--- src/rtl/math_pkg.sv ---
// Shared definitions for the iterative arithmetic blocks: one FSM state
// encoding used by every multi-cycle operator.
package math_pkg;

  typedef enum logic [1:0] {
    IDLE = 2'd0,
    RUN  = 2'd1,
    FIN  = 2'd2
  } state_e;

endpackage

--- src/rtl/iter_square_if.sv ---
// Request/result bundle for iter_square: the requester drives start/x_in,
// the squarer returns the result, its sign flag and status.
interface iter_square_if #(
  parameter int IN_WIDTH  = 16,
  parameter int OUT_WIDTH = 2 * IN_WIDTH
);

  logic                 start;
  logic [IN_WIDTH-1:0]  x_in;
  logic [OUT_WIDTH-1:0] y_out;
  logic                 done;
  logic                 is_neg;
  logic                 busy;

  modport master (output start, x_in, input y_out, done, is_neg, busy);
  modport slave  (input start, x_in, output y_out, done, is_neg, busy);

endinterface

--- src/rtl/iter_square.sv ---
// Sequential squarer: |x_in|^2 by one shift-add step per cycle, IN_WIDTH
// steps per operation, so latency does not depend on the operand value.
module iter_square
  import math_pkg::*;
#(
  parameter int IN_WIDTH  = 16,
  parameter int OUT_WIDTH = 2 * IN_WIDTH
) (
  input  logic         clk,
  input  logic         rst_n,
  iter_square_if.slave sq
);

  localparam int CNT_W = $clog2(IN_WIDTH + 1);
  localparam logic [CNT_W-1:0]    ITER_LOAD = CNT_W'(IN_WIDTH);
  localparam logic [CNT_W-1:0]    ITER_ONE  = CNT_W'(1);
  localparam logic [IN_WIDTH-1:0] IN_ONE    = IN_WIDTH'(1);

  state_e               state, state_next;
  logic [IN_WIDTH-1:0]  mag;
  logic [IN_WIDTH-1:0]  multiplier;
  logic [OUT_WIDTH-1:0] multiplicand;
  logic [OUT_WIDTH-1:0] acc;
  logic [OUT_WIDTH-1:0] acc_sum;
  logic [OUT_WIDTH-1:0] y_reg;
  logic [CNT_W-1:0]     iter;
  logic                 neg_pend;
  logic                 neg_reg;
  logic                 last_step;

  // Magnitude is unsigned, so -2^(IN_WIDTH-1) maps to 2^(IN_WIDTH-1) cleanly.
  assign mag       = sq.x_in[IN_WIDTH-1] ? (~sq.x_in + IN_ONE) : sq.x_in;
  assign acc_sum   = acc + (multiplier[0] ? multiplicand : '0);
  assign last_step = (iter == ITER_ONE);

  // NOTE: state is updated with non-blocking assignments so every register
  // samples the pre-edge values; blocking here would create ordering races.
  always_ff @(posedge clk) begin
    if (!rst_n) state <= IDLE;
    else        state <= state_next;
  end

  // NOTE: state_next gets a default before the case so no path leaves it
  // unassigned; otherwise synthesis infers a latch.
  always_comb begin
    state_next = state;
    unique case (state)
      IDLE:    if (sq.start) state_next = RUN;
      RUN:     if (last_step) state_next = FIN;
      FIN:     state_next = IDLE;
      default: state_next = IDLE;
    endcase
  end

  // NOTE: every datapath register is cleared on reset so an aborted operation
  // leaves no stale partial product behind and all outputs read zero.
  always_ff @(posedge clk) begin
    if (!rst_n) begin
      multiplier   <= '0;
      multiplicand <= '0;
      acc          <= '0;
      iter         <= '0;
      neg_pend     <= 1'b0;
      neg_reg      <= 1'b0;
      y_reg        <= '0;
    end else begin
      unique case (state)
        IDLE: begin
          if (sq.start) begin
            multiplier   <= mag;
            multiplicand <= OUT_WIDTH'(mag);
            acc          <= '0;
            iter         <= ITER_LOAD;
            neg_pend     <= sq.x_in[IN_WIDTH-1];
          end
        end
        RUN: begin
          acc          <= acc_sum;
          multiplicand <= multiplicand << 1;
          multiplier   <= multiplier >> 1;
          iter         <= iter - ITER_ONE;
          // Result and sign publish together so they only change on completion.
          if (last_step) begin
            y_reg   <= acc_sum;
            neg_reg <= neg_pend;
          end
        end
        default: ;
      endcase
    end
  end

  assign sq.y_out  = y_reg;
  assign sq.is_neg = neg_reg;
  assign sq.done   = (state == FIN);
  assign sq.busy   = (state != IDLE);

endmodule

--- src/flat_wrapper.sv ---
// flat-port wrapper written by rule: the top's interface ports become plain ports
module iter_square_flat import math_pkg::*;
#(
  parameter int IN_WIDTH  = 16,
  parameter int OUT_WIDTH = 2 * IN_WIDTH
)
  (clk, rst_n, sq_start, sq_x_in, sq_y_out, sq_done, sq_is_neg, sq_busy);
  iter_square_if #(.IN_WIDTH(IN_WIDTH), .OUT_WIDTH(OUT_WIDTH)) sq_i ();
  input  logic clk;
  input  logic rst_n;
  input wire logic [$bits(sq_i.start)-1:0] sq_start;
  input wire logic [$bits(sq_i.x_in)-1:0] sq_x_in;
  output wire logic [$bits(sq_i.y_out)-1:0] sq_y_out;
  output wire logic [$bits(sq_i.done)-1:0] sq_done;
  output wire logic [$bits(sq_i.is_neg)-1:0] sq_is_neg;
  output wire logic [$bits(sq_i.busy)-1:0] sq_busy;
  assign sq_i.start = sq_start;
  assign sq_i.x_in = sq_x_in;
  assign sq_y_out = sq_i.y_out;
  assign sq_done = sq_i.done;
  assign sq_is_neg = sq_i.is_neg;
  assign sq_busy = sq_i.busy;
  iter_square #(.IN_WIDTH(IN_WIDTH), .OUT_WIDTH(OUT_WIDTH)) u_core (.clk(clk), .rst_n(rst_n), .sq(sq_i));
endmodule
--- config.mk ---
export PLATFORM = sky130hd
export DESIGN_NAME = iter_square_flat
export DESIGN_NICKNAME = d
export VERILOG_FILES = /design/src/rtl/math_pkg.sv /design/src/rtl/iter_square_if.sv /design/src/rtl/iter_square.sv /design/src/flat_wrapper.sv
export SDC_FILE = /design/constraint.sdc
export NUM_CORES = 1
export LEC_CHECK = 0
export ABC_AREA = 1
export CAP_MARGIN = 20
export CORE_MARGIN = 2
export CORE_UTILIZATION = 35
export CTS_CLUSTER_SIZE = 25
export DETAILED_ROUTE_END_ITERATION = 12
export PLACE_DENSITY = 0.51
export SETUP_SLACK_MARGIN = 0.5
export SLEW_MARGIN = 10
export SYNTH_ARGS = -nofsm -noshare
export SYNTH_HDL_FRONTEND = slang
export SYNTH_SLANG_ARGS = --single-unit
--- constraint.sdc ---
create_clock -name clk -period 4.4 [get_ports clk]
set_input_delay 0.44 -clock clk [delete_from_list [all_inputs] [get_ports clk]]
set_output_delay 0.44 -clock clk [all_outputs]
set_load 0.01 [all_outputs]
======== Word-level counts from Yosys, hierarchy flattened ========
Index checks and enable logic that the tools add are counted.
operators by class
  $add $sub $neg .......................... 3
  equal/unequal tests ..................... 5
  multiplexer cells ....................... 13
  bitwise logic cells ..................... 1
  reductions and logical operators ........ 7
operator list
  cell                     count
  $pmux W32 S2             2
  $mux W32                 3
  $add A32 B32 Y32         1
  $mux W16                 2
  $pmux W16 S2             1
  $add A16 B1 Y16 const B  1
  $not A16 Y16             1
  $pmux W5 S2              1
  $reduce_and A2 Y1        4
  $eq A5 B1 Y1 const B     1
  $mux W5                  1
  $sub A5 B1 Y5 const B    1
  $mux W2                  2
  $pmux W2 S2              1
  $reduce_bool A2 Y1       2
  $eq A2 B1 Y1 const B     1
  $eq A2 B2 Y1 const B     1
  $logic_not A2 Y1         1
  $ne A2 B1 Y1 const B     1
  $ne A2 B2 Y1 const B     1
word-level totals
  bits in registers ....................... 121
  input bits .............................. 19
  output and inout bits ................... 35
  logic and storage cells ................. 37

======== Depth between registers and ports, before layout ========
Gate-level depths: netlist (run 1).
  word-level depth ........................ 5
  depth in mapped cells ................... 19
  gate-level depth less buffers ........... 17

======== Worst setup path after synthesis (run 1) ========
No wires, ideal clock.
  path type ............................... flip-flop to flip-flop
  start point ............................. register u_core.multiplier[0]
  end point ............................... register u_core.y_reg[24], in the netlist u_core.sq.y_out[24]
  setup time .............................. 0.109 ns
  arrival time ............................ 2.134 ns
  data required time ...................... 4.291 ns
  path slack .............................. 2.157 ns
  cell stages (with the launch flop) ...... 19
  path buffers ............................ 2
  period minus slack after synthesis ...... 2.243 ns
  cell sequence ........................... dfxtp_1 clkbuf_1 clkbuf_1 nand2_1 inv_1 ha_1 fa_1 nand3_1 nand3_1 nand2_1 nand2_1 nand2_1 nand2_1 nand2_1 nand3_1 nand2_1 nand2_1 nand2_1 inv_1
between the ends
  word-level cells in the longest chain between the ends .. 2
RTL lines
  item                      RTL line           text
  start: declaration        iter_square.sv:21  logic [IN_WIDTH-1:0] multiplier;
  start signal: assignment  iter_square.sv:70  multiplier <= mag;
  start signal: assignment  iter_square.sv:80  multiplier <= multiplier >> 1;
  $mux W32                  iter_square.sv:33  assign acc_sum = acc + (multiplier[0] ? multiplicand : '0);
  $add A32 B32 Y32          iter_square.sv:33
  end signal: assignment    iter_square.sv:84  y_reg <= acc_sum;
  end: declaration          iter_square.sv:25  logic [OUT_WIDTH-1:0] y_reg;
No other way between the ends.
A chain may end at the register's enable or synchronous reset.

======== Final worst setup path (run 1) ========
Same ends and word-level chain as after synthesis.

==> impl_metrics.ini, run 1 <==
[hold_path]
holdPathStages = 2
hp-class = reg2reg
holdPathEnd = u_core.sq.y_out[2]
holdCritStartpoint = u_core.sq.y_out[2]

[die]
initial_utilization_pct = 35.6
dieArea_mm2 = 0.0225
die_h_um = 150
die_w_um = 150
num_rows = 53
coreArea_mm2 = 0.0210
top_level_ports = 54

[logic_synthesis]
ys_ff_latch = 121
yosysWarnings = 0
synth_seq_area_share_pct = 32.5
synth.top_cell.area_share_pct = 32.5
syn_area_mm2 = 0.00745
syn-mean-instance-area_um2 = 6.15
syn_nets = 1266
synth_cells = 1212
synthTopCellsByArea = dfxtp_1 (33%), nand2_1 (23%), inv_1 (9.7%)
synthDistinctLibCells = 35
synth_area_leader_cell = dfxtp_1

[place]
dpl.hpwl_um = 14600
preCtsSetupSlack_ns = 1.48
gp_congestion = 0.921
numPortBuffers = 53

[cells_and_area]
num_antenna_cells = 0
fill_cells = 2304
area_delta_synth_final_pct = 18.4
final_common_cell = nand2_1
final_cell_mix = nand2_1 (453), inv_1 (192), dfxtp_1 (121)
layout.nets = 1303
drive_gt1_share_pct = 5.23

[grt]
grt_first_pass_wirelength_um = 32900
grt_max_degree = 87
grt.overflow.total = 0
track_usage_pct = 18.5
antenna_found_initial = 0
grt_pass1_vias = 6450

[detailed_routing]
num_vias = 7044
drt_pass1_iterations = 4
wirelength_met1_um = 11000
wirelength_um = 19900
highest_layer = met4
viasPerCell = 4.58
wl_met2_um = 7850
route.detailed.drc = 0
wl_per_cell_um = 12.9
wl_met3_um = 657
drt_iter0_drc = 428
final_antenna_net_count = 0

[worst_setup_path]
r2r_start = u_core.multiplier[0]
critPathMaxFanout = 29
timing.rr.end = u_core.sq.y_out[24]
cp-start-kind = flip-flop
worstPathRequired_ns = 4.72
regToRegSetupSlack_ns = 1.53
path_class = reg2reg
rr_worst_depth = 17
arrival_ns = 3.19
worstSetupEndpointType = flip-flop

[clock_tree]
post_cts_buffers = 0
holdBufCountCts = 0
insertion_delay_ns = 0.43
clk_pin_slew_ns = 0.06
cts_tree = built
cts_resized = 0
clockBufferDepth = 2
h-tree-depth = 4
cts_sinks = 121
cts_root_buf = clkbuf_16
cts_buffers = 17

[timing]
maxSlewHeadroom_pct = 34.5
whs_ns = 0.463
fmax_mhz = 348
finalCriticalPeriod_ns = 2.87
clock_skew_ns = 0.0125
slew_violations = 0
worst_slack_ns = 1.53
fin_setup_tns_ns = 0
hold_violations = 0
rsz0062_at_grt = no
fin_crit_sh_pct = 65.2
setup_viol = 0
worst_slew_pin_slew_ns = 0.981

[pwr]
ir_worst_vdd_uv = 244
powerDensity_mw_per_mm2 = 337
power_mw = 2.97
p_leak_nw = 4.48

[flow_run]
maxCapViolations = 0

[status]
status = finished clean
==> cell type report <==
cell class / count / area [µm²] / area share (%)
multi-input combinational: 854 / 4110 / 46.6
inverter: 196 / 737 / 8.35
tap: 275 / 344 / 3.90
clock buffer: 21 / 460 / 5.22
sequential: 121 / 2420 / 27.5
clock inverter: 11 / 170 / 1.93
timing repair buffer: 59 / 576 / 6.52
==> logic make-up after synthesis <==
logic type / count (synthesis) / share of synthesized area (%)
compound gates: 165 / 12.3
simple gates: 638 / 35.0
fa+ha+maj: 35 / 5.98
xor+xnor: 16 / 1.88
flops: 121 / 32.5
buf+inv: 237 / 12.3
==> sequential cells by signal (all words and copies together), names as in the netlist <==
signal               cells
u_core.acc              32
u_core.multiplicand     32
u_core.sq.y_out         32
u_core.multiplier       16
u_core.iter              5
u_core.state             2
u_core.neg_pend          1
u_core.sq.is_neg         1
==> worst max path at each step <==
stage / start / to
floorplan: u_core.multiplier[0] / u_core.sq.y_out[24]
global placement: u_core.multiplier[0] / u_core.sq.y_out[24]
detailed placement: u_core.multiplier[0] / u_core.sq.y_out[24]
CTS: u_core.multiplier[0] / u_core.sq.y_out[24]
global route: u_core.multiplier[0] / u_core.sq.y_out[24]
finish: u_core.multiplier[0] / u_core.sq.y_out[24]
==> power by group <==
| group | switching, mW | internal, mW |
|---|---|---|
| logic | 0.194 | 0.101 |
| registers | 0.0355 | 1.14 |
| clock network | 0.524 | 0.977 |
| total | 0.753 | 2.22 |
==> layer usage <==
metal,global-route usage (%),vias up
li1,-,3838
met1,28.2,3057
met2,25.8,126
met3,3.14,23
met4,6.46,0
met5,0,-
==> critical path, cell delays in order (launching register included) <==
cell and delay [ns]:
dfxtp_1 0.96, nand2_1 0.11, inv_1 0.09, ha_1 0.25, fa_1 0.30, nand3_1 0.10, nand3_1 0.15, nand2_1 0.07
nand2_1 0.10, nand2_1 0.06, nand2_1 0.10, nand2_1 0.11, nand2_1 0.07, nand2_1 0.06, nand2_1 0.07, nand2_1 0.05
nand2_1 0.07, inv_1 0.03
==> per-stage QoR <==
stage               std cells  util [%]  cell area [µm²]
floorplan                1212         -             7450
detailed placement       1505      39.1             8190
global route             1537      42.1             8820
global placement         1505      39.1             8190
finish                   1537      42.1             8820
CTS                      1537      42.1             8820
==> synthesized netlist by cell type, drive strengths merged <==
cell type  count
nand2        461
inv          195
dfxtp        121
nor2         103
a21oi         98
nand3         51
ha            34
buf           24
o21ai         24
a31oi         17
clkbuf        17
xor2          16
a22oi         13
nand3b         8
o211ai         6
a21o           4
nor3           4
or2            4
and2           3
nand4          2
nor4           2
clkinv         1
fa             1
o21a           1
o21bai         1
o31ai          1
Power figures use the tool's default switching activity.
==> run 2: changes to the inputs <==
- PLACE_DENSITY: 0.51 -> 0.53
- clock period: 4.4 -> 2.55 ns (I/O delays scaled with it)
==> run 2 against run 1 <==
Compared with the run above:
- critical path depth fell by 4
- setup slack worse by 1.2 ns
- combinational power increased by 120%
- cell area increased by 23%
- clock skew down 0.0036 ns
- sequential cell count stayed put
- critical path type unchanged
- largest cell class unchanged
- largest power group unchanged
==> impl_metrics.ini, run 2 (synthesis results as in run 1) <==
[detailed_routing]
num_vias = 7537
drt_pass1_iterations = 5
viasPerCell = 4.76
wirelength_um = 23100
final_antenna_net_count = 0
wl_per_cell_um = 14.6
drt_iter0_drc = 445
route.detailed.drc = 0

[clock_tree]
clockBufferDepth = 2
cts_root_buf = clkbuf_16
cts_sinks = 121
cts_buffers = 17
cts_tree = built
h-tree-depth = 4
clk_pin_slew_ns = 0.06
holdBufCountCts = 0
insertion_delay_ns = 0.43

[hold_path]
holdPathEnd = u_core.iter[1]
holdCritStartpoint = u_core.iter[1]
hp-class = reg2reg
holdPathStages = 2

[cells_and_area]
num_antenna_cells = 0
fin_area_mm2 = 0.0108
final_common_cell = nand2_1
post-route-util_pct = 51.6
area_delta_synth_final_pct = 45.3
layout.nets = 1350
fill_cells = 2049
final_cell_mix = nand2_1 (333), inv_1 (148), dfxtp_1 (120)
drive_gt1_share_pct = 30.3

[pwr]
p_leak_nw = 5.34
power_frac_comb_pct = 12.4
seqPwrFrac_pct = 38.2
ir_worst_vdd_uv = 427
powerDensity_mw_per_mm2 = 492
switching_share_pct = 27.1
p_switching_mw = 1.44
clockPowerShare_pct = 49.4
p_int_mw = 3.88

[timing]
fin_crit_sh_pct = 87.2
setup_viol = 0
fmax_mhz = 450
clock_skew_ns = 0.00887
hold_violations = 0
maxSlewHeadroom_pct = 50.4
slew_violations = 0
worst_slew_pin_slew_ns = 0.743
rsz0062_at_grt = yes
fin_setup_tns_ns = 0
finalCriticalPeriod_ns = 2.22

[worst_setup_path]
path_class = reg2reg
arrival_ns = 2.55
worstSetupEndpointType = flip-flop
r2r_start = u_core.multiplier[0]
cp-start-kind = flip-flop
regToRegSetupSlack_ns = 0.33
critPathMaxFanout = 7
worstPathRequired_ns = 2.88
timing.rr.end = u_core.sq.y_out[18]
rr_worst_depth = 13

[grt]
track_usage_pct = 20.3
grt_first_pass_wirelength_um = 35600
grt.overflow.total = 0
antenna_found_initial = 0
grt_max_degree = 83
grt_pass1_vias = 6944

[die]
initial_utilization_pct = 35.6
die_w_um = 150
die_h_um = 150
num_rows = 53
top_level_ports = 54
coreArea_mm2 = 0.0210
dieArea_mm2 = 0.0225

[place]
dpl_cell_area_mm2 = 0.00831
numPortBuffers = 53
dpl.hpwl_um = 14500
gp_congestion = 0.880

[status]
status = finished clean

[flow_run]
maxCapViolations = 0
==> run 2: worst max path at each step <==
stage | cells after the start | start | end
6_report | 13 | u_core.multiplier[0] | u_core.sq.y_out[18]
5_1_grt | 16 | u_core.multiplier[0] | u_core.sq.y_out[28]
4_1_cts | 15 | u_core.multiplier[0] | u_core.sq.y_out[20]
3_5_place_dp | 12 | u_core.multiplier[0] | u_core.acc[12]
3_3_place_gp | 12 | u_core.multiplier[0] | u_core.acc[12]
2_1_floorplan | 18 | u_core.multiplier[0] | u_core.sq.y_out[24]
==> run 2: final cells by class <==
class                           count  area (µm²)  area share (%)
Clock buffer                       19         433            4.00
Clock inverter                     13         193            1.78
Inverter                          196         744            6.88
Multi-Input combinational cell    854        5550            51.3
Sequential cell                   121        2430            22.4
Tap cell                          275         344            3.18
Timing Repair Buffer              106        1130            10.4
==> run 2: timing repair <==
item                       in CTS  in global routing
gates resized for setup       220                166
pin swaps                      86                106
buffers inserted               25                 14
cloned                          3                  0
setup endpoints to repair      46                 53
==> run 2: layer usage <==
layer | routed length [µm] | GRT usage [%]
met1 | 11400 | 28.8
met2 | 10200 | 30.4
met4 | 315 | 7.17
met5 | 0 | 0
met3 | 1140 | 3.87
==> run 2: worst max-delay path, stage by stage, from the launching register on <==
cell and delay, ns:
dfxtp_4 0.37, buf_12 0.14, nand2_4 0.05, inv_2 0.04, ha_4 0.15, fa_2 0.38
buf_4 0.15, nand3_1 0.07, nand3b_1 0.22, nand2_1 0.18, nand3b_1 0.14, nand2_2 0.10
a21o_1 0.10, inv_1 0.03
==> run 2: metrics by stage <==
step / setup WS (ns) / std cells / hold WS [ns] / power, mW
floorplan: 0.496 / 1212 / 0.425 / 2.42
global placement: 0.281 / 1510 / 0.453 / 2.62
detailed placement: 0.251 / 1510 / 0.456 / 2.62
CTS: 0.310 / 1570 / 0.468 / 5.34
global route: 0.218 / 1584 / 0.482 / 5.52
finish: 0.326 / 1584 / 0.466 / 5.33
==> run 2: power groups by stage <==
stage                     clock network (mW)  logic, mW  registers, mW
final                                   2.63      0.662           2.03
after global routing                    2.75      0.724           2.04
after CTS                               2.66      0.648           2.03
after detailed placement                   0      0.558           2.07
after global placement                     0      0.556           2.07
after floorplan                            0      0.363           2.06
